**config.mk**
```make
export PLATFORM = sky130hd
export DESIGN_NAME = led_blink_driver
export DESIGN_NICKNAME = d
export VERILOG_FILES = /design/src/rtl/led_blink_pkg.sv /design/src/rtl/tick_gen.sv /design/src/rtl/led_blink_driver.sv
export SDC_FILE = /design/constraint.sdc
export NUM_CORES = 1
export LEC_CHECK = 0
export CORE_MARGIN = 2
export CORE_UTILIZATION = 55
export CTS_BUF_LIST = sky130_fd_sc_hd__clkbuf_16
export DETAILED_ROUTE_END_ITERATION = 8
export PLACE_DENSITY_LB_ADDON = 0.2
export SETUP_SLACK_MARGIN = 0.5
export SLEW_MARGIN = 25
export SYNTH_ARGS = -nofsm -noshare
export SYNTH_HDL_FRONTEND = slang
export SYNTH_SLANG_ARGS = --single-unit
```
**constraint.sdc**
```tcl
create_clock -name clk -period 4.6 [get_ports clk]
set_clock_uncertainty 0.15 [all_clocks]
set_input_delay 0.92 -clock clk [delete_from_list [all_inputs] [get_ports clk]]
set_output_delay 0.92 -clock clk [all_outputs]
set_load 0.1 [all_outputs]
```
**src/rtl/led_blink_pkg.sv**
```systemverilog
// Shared types and width helpers for the LED blink driver.
package led_blink_pkg;

    typedef enum logic [1:0] {
        IDLE = 2'd0,
        ON   = 2'd1,
        OFF  = 2'd2
    } state_t;

    localparam int unsigned PEND_W_DEF = 4;
    localparam int unsigned COUNT_W    = 4;

    // Counter width able to hold 0..n-1; never narrower than one bit.
    function automatic int unsigned cnt_w(input int unsigned n);
        return (n > 1) ? $clog2(n) : 1;
    endfunction

    function automatic int unsigned max_u(input int unsigned a, input int unsigned b);
        return (a > b) ? a : b;
    endfunction

endpackage

```
**src/rtl/tick_gen.sv**
```systemverilog
// Prescaler producing a one-cycle tick every CLK_PER_TICK enabled cycles.
module tick_gen
    import led_blink_pkg::*;
#(
    parameter int unsigned CLK_PER_TICK = 25000
) (
    input  logic clk,
    input  logic rst,
    input  logic en,
    input  logic clr,
    output logic tick_c
);

    localparam int unsigned     PS_W   = cnt_w(CLK_PER_TICK);
    localparam logic [PS_W-1:0] PS_MAX = PS_W'(CLK_PER_TICK - 1);

    logic [PS_W-1:0] prescaler;

    assign tick_c = en && (prescaler == PS_MAX);

    // Clear wins over counting so every state entry starts a full tick period.
    always_ff @(posedge clk) begin
        if (rst || clr) begin
            prescaler <= '0;
        end else if (en) begin
            prescaler <= tick_c ? '0 : prescaler + PS_W'(1);
        end
    end

endmodule

```
**src/rtl/led_blink_driver.sv**
```systemverilog
// Turns event pulses into timed LED blink bursts; requests accumulate in a
// saturating pending counter and are played back without loss.
module led_blink_driver
    import led_blink_pkg::*;
#(
    parameter int unsigned CLK_PER_TICK = 25000,
    parameter int unsigned ON_TICKS     = 100,
    parameter int unsigned OFF_TICKS    = 100,
    parameter int unsigned PEND_W       = PEND_W_DEF
) (
    input  logic               clk,
    input  logic               rst,
    input  logic               trig,
    input  logic [COUNT_W-1:0] count,
    output logic               led,
    output logic               busy,
    output logic               done,
    output logic               ovf
);

    localparam int unsigned       PH_W     = cnt_w(max_u(ON_TICKS, OFF_TICKS));
    localparam logic [PH_W-1:0]   ON_LAST  = PH_W'(ON_TICKS - 1);
    localparam logic [PH_W-1:0]   OFF_LAST = PH_W'(OFF_TICKS - 1);
    localparam int unsigned       SUM_W    = max_u(PEND_W, COUNT_W) + 1;
    localparam logic [PEND_W-1:0] PEND_MAX = '1;

    state_t            state;
    state_t            state_next;
    logic [PEND_W-1:0] pending;
    logic [PEND_W-1:0] pending_next;
    logic [PH_W-1:0]   phase;
    logic [PH_W-1:0]   phase_next;
    logic [SUM_W-1:0]  add;
    logic [SUM_W-1:0]  sum;
    logic              entry;
    logic              dec;
    logic              led_next;
    logic              done_next;
    logic              ovf_next;
    logic              tick_c;

    tick_gen #(
        .CLK_PER_TICK (CLK_PER_TICK)
    ) u_tick_gen (
        .clk    (clk),
        .rst    (rst),
        .en     (state != IDLE),
        .clr    (entry),
        .tick_c (tick_c)
    );

    always_ff @(posedge clk) begin
        if (rst) begin
            state <= IDLE;
        end else begin
            state <= state_next;
        end
    end

    always_comb begin
        state_next = state;
        case (state)
            IDLE: begin
                if (pending != '0) begin
                    state_next = ON;
                end
            end
            ON: begin
                if (tick_c && (phase == ON_LAST)) begin
                    state_next = OFF;
                end
            end
            OFF: begin
                if (tick_c && (phase == OFF_LAST)) begin
                    state_next = (pending != '0) ? ON : IDLE;
                end
            end
            default: state_next = IDLE;
        endcase
    end

    // Pending update applies a new request and an ON-entry decrement together.
    always_comb begin
        entry        = (state_next != state);
        dec          = entry && (state_next == ON);
        add          = trig ? SUM_W'(count) : '0;
        sum          = SUM_W'(pending) + add - SUM_W'(dec);
        ovf_next     = (sum > SUM_W'(PEND_MAX));
        pending_next = ovf_next ? PEND_MAX : sum[PEND_W-1:0];
        led_next     = (state_next == ON);
        done_next    = (state == OFF) && (state_next == IDLE);
        phase_next   = phase;
        if (entry) begin
            phase_next = '0;
        end else if (tick_c) begin
            phase_next = phase + PH_W'(1);
        end
    end

    always_ff @(posedge clk) begin
        if (rst) begin
            pending <= '0;
            phase   <= '0;
            led     <= 1'b0;
            done    <= 1'b0;
            ovf     <= 1'b0;
        end else begin
            pending <= pending_next;
            phase   <= phase_next;
            led     <= led_next;
            done    <= done_next;
            ovf     <= ovf_next;
        end
    end

    assign busy = (state != IDLE) || (pending != '0);

endmodule
```
==> run summary <==
Drt pass-1 iters - 4
Resized Gates After CTS - 0
Clock transition at the registers of the reported paths - 0.05 ns
Filler instances - 228
Crit start category - flop
Post-synthesis compound-gate area fraction - 5.50%
Die ar. - 3300 um2
Hold Buf Count CTS - 0
Status - complete, no violations
Fin Setup TNS - 0 ns
Fmax - 278 MHz
Core Area - 2730 um2
Sink Count - 31
First-pass GRT wire length - 5320 um
First DRT Iteration DRCs - 29
Die width - 57.4 um
Worst skew pair latency - 0.27 ns
CP arrival - 3.58 ns
Critical path's top delay family - simple AND/OR/NAND/NOR gates
Area of the multi-input gates - 870 um2
P&R area growth vs syn - 15.9%
Syn Area/Cell - 8.58 um2
VDD IR-drop max - 475 uV
H-tree Lvls - 2
Post-CTS Setup Bufs - 0
Share of layout cells above drive strength 1 - 5.13%
Vias in the first global route - 1264
Crit Path Max Fanout - 5
Vias per Instance - 5.60
Slew Viols, Final - 0
Slowest stage delay, CP - 0.40 ns
GRT Overall Usage - 21.1%
Final period util - 78.1%
Starting Density - 57.4%
Xor and xnor area share after synthesis - 11.7%
Seq. cell area - 621 um2
WP data required - 4.59 ns
Post-Syn Area - 1570 um2
Wirelength, routed - 2990 um
Via count - 1265
Synthesized net count - 201
Avg WL per Cell - 13.2 um
Setup CP Type - flop to flop
Simple logic cell fraction of the synthesized area - 26.9%
Die H - 57.4 um
Final core occ - 66.5%
Synth warn - 0
Max cap viols - 0
Yosys reg bits - 31
Largest family of logic cells by synthesized area - simple AND/OR/NAND/NOR gates
Tmin final - 3.59 ns
Nets - 213
# rows - 19
Final ANT Viol Nets - 0
Rel. slew slack - 35.2%
Post-Synth Adder-Cell Area - 9.24%
Hold Crit Class - flop to flop
DPL Wire Length - 2160 um
Sequential area share after synthesis - 39.5%
Endpoints failing setup - 0
Pwr Density - 512 nW/um2
I/O Buffers - 10
Largest net degree at the start of global routing - 15
Cells after synthesis - 183
Worst path bufs/invs - 3
Worst Setup End Kind - flop
Diode count - 0
Clock buffer depth - 2
Final RePlAce weighted congestion - 0.835
Crit path max-delay cell type - fa_1
CTS tree - yes
CTS Buf Count - 5
Post-synthesis mux area share - 1.99%
Final hold vios - 0
Drt drc - 0
P_leak - 0.693 nW
I/O pin cnt - 11
Distinct cell type count after synthesis - 36
Root Buffer - clkbuf_16
Gr ovfl total - 0
Worst path cell trace - ha_1, nand4b_1, nor3_1, nand4_1, and2_1, nor3_1, ha_1, inv_1, ha_1, inv_1, fa_1, inv_1, a21o_1, a21oi_1, xor2_1, a21oi_1
RSZ-0062 raised after global routing - no
Initial antenna violation count - 0
Worst-margin pin slew - 0.968 ns
-- worst reg2reg max path, cell delays in order (launching register included) --
cell and delay (ns):
dfxtp_1 0.38, ha_1 0.24, nand4b_1 0.12, nor3_1 0.30
nand4_1 0.24, and2_1 0.26, nor3_1 0.19, ha_1 0.26
inv_1 0.05, ha_1 0.15, inv_1 0.05, fa_1 0.40
inv_1 0.07, a21o_1 0.10, a21oi_1 0.07, xor2_1 0.31
a21oi_1 0.12
-- sequential cells by signal, summed over array words and instances, names as in the netlist --
register and flops:
done 1, led 1, ovf 1, pending 4, phase 7, state 2
u_tick_gen.prescaler 15
-- layout make-up --
class / instances / share of cell area [%]
Multi-Input combinational cell: 132 / 47.8
Sequential cell: 31 / 34.1
Clock buffer: 5 / 6.88
Timing Repair Buffer: 10 / 5.50
Inverter: 15 / 3.09
Tap cell: 31 / 2.13
Clock inverter: 2 / 0.481
-- worst paths after layout --
path	from	to	slack [ns]	cells after the start
setup / recovery	phase[0]	pending[3]	1.01	16
setup reg to reg	phase[0]	pending[3]	1.01	16
hold / removal	phase[6]	phase[6]	0.38	2
hold reg to reg	phase[6]	phase[6]	0.38	2
-- report_power, final --
group | switching (W) | internal [W] | total [W] | leakage, nW
combinational | 0.000201 | 0.000118 | 0.000319 | 0.373
clock | 0.000100 | 0.000193 | 0.000293 | 0.0671
sequential | 0.0000202 | 0.000298 | 0.000318 | 0.252
total | 0.000322 | 0.000609 | 0.000931 | 0.693
-- synthesized netlist by cell type (all sizes together) --
cell type / n / share of area (%)
fa: 1 / 1.3
ha: 10 / 8.0
nor2: 32 / 7.8
nand4: 7 / 2.8
nor4b: 1 / 0.56
xnor2: 7 / 3.9
inv: 15 / 3.6
dfxtp: 31 / 40
a21o: 2 / 0.96
clkbuf: 2 / 0.48
nor3b: 1 / 0.48
nand4bb: 1 / 0.72
mux2: 1 / 0.72
mux2i: 2 / 1.3
o211ai: 1 / 0.48
nor3: 6 / 1.9
nand2b: 1 / 0.40
nand4b: 2 / 1.1
buf: 3 / 1.0
xor2: 14 / 7.8
nor4: 5 / 2.4
or4: 1 / 0.48
or2: 2 / 0.80
nand3: 5 / 1.6
or4b: 2 / 1.3
a21oi: 9 / 2.9
and4: 2 / 1.1
o2111ai: 1 / 0.56
o21ai: 2 / 0.64
and2: 1 / 0.40
nand2: 13 / 3.1
-- cells by family after synthesis --
kind of cell,Yosys count
multiplexers,3
flip-flops,31
buffers and inverters,20
XOR/XNOR,21
adder cells (fa/ha/maj),11
AO/OA/AOI/OAI,15
AND/OR/NAND/NOR,82
-- stage by stage --
| stage | total power (W) | hold slack (ns) | instance area [um2] | std cells | setup slack (ns) |
|---|---|---|---|---|---|
| floorplan | 0.000573 | 0.329 | 1570 | 183 | 1.43 |
| global placement | 0.000634 | 0.360 | 1690 | 219 | 1.25 |
| detailed placement | 0.000643 | 0.371 | 1690 | 219 | 1.00 |
| CTS | 0.000941 | 0.385 | 1820 | 226 | 0.997 |
| global route | 0.000997 | 0.423 | 1820 | 226 | 0.714 |
| finish | 0.000931 | 0.379 | 1820 | 226 | 1.01 |
-- cells in the final DEF, fill, tap and decap left out --
cell type        instances
nand2b_1                 1
clkbuf_16                5
nand2_1                 13
nor2_1                  31
o2111ai_1                1
or4_1                    1
fa_1                     1
o21ai_0                  2
nor4b_1                  1
ha_1                    10
nor4_1                   4
nor4_2                   1
inv_1                   15
xor2_1                  14
mux2i_1                  2
nand4b_1                 2
or2_2                    1
clkdlybuf4s50_1         10
a21oi_1                  9
nand4_1                  7
or2_1                    1
and4_1                   2
or4b_1                   2
mux2_2                   1
o211ai_1                 1
xnor2_1                  7
dfxtp_1                 31
nand4bb_1                1
nor2_2                   1
nor3b_1                  1
clkinv_2                 1
nor3_1                   6
a21o_1                   2
clkinv_1                 1
nand3_1                  5
and2_1                   1
-- layer usage --
layer	wire, um	GRT usage [%]	vias up
li1	-	-	644
met1	1450	26.0	590
met2	1400	34.6	23
met3	89	6.12	8
met4	49	8.31	0
met5	0	0	-
Power figures use the tool's default switching activity.
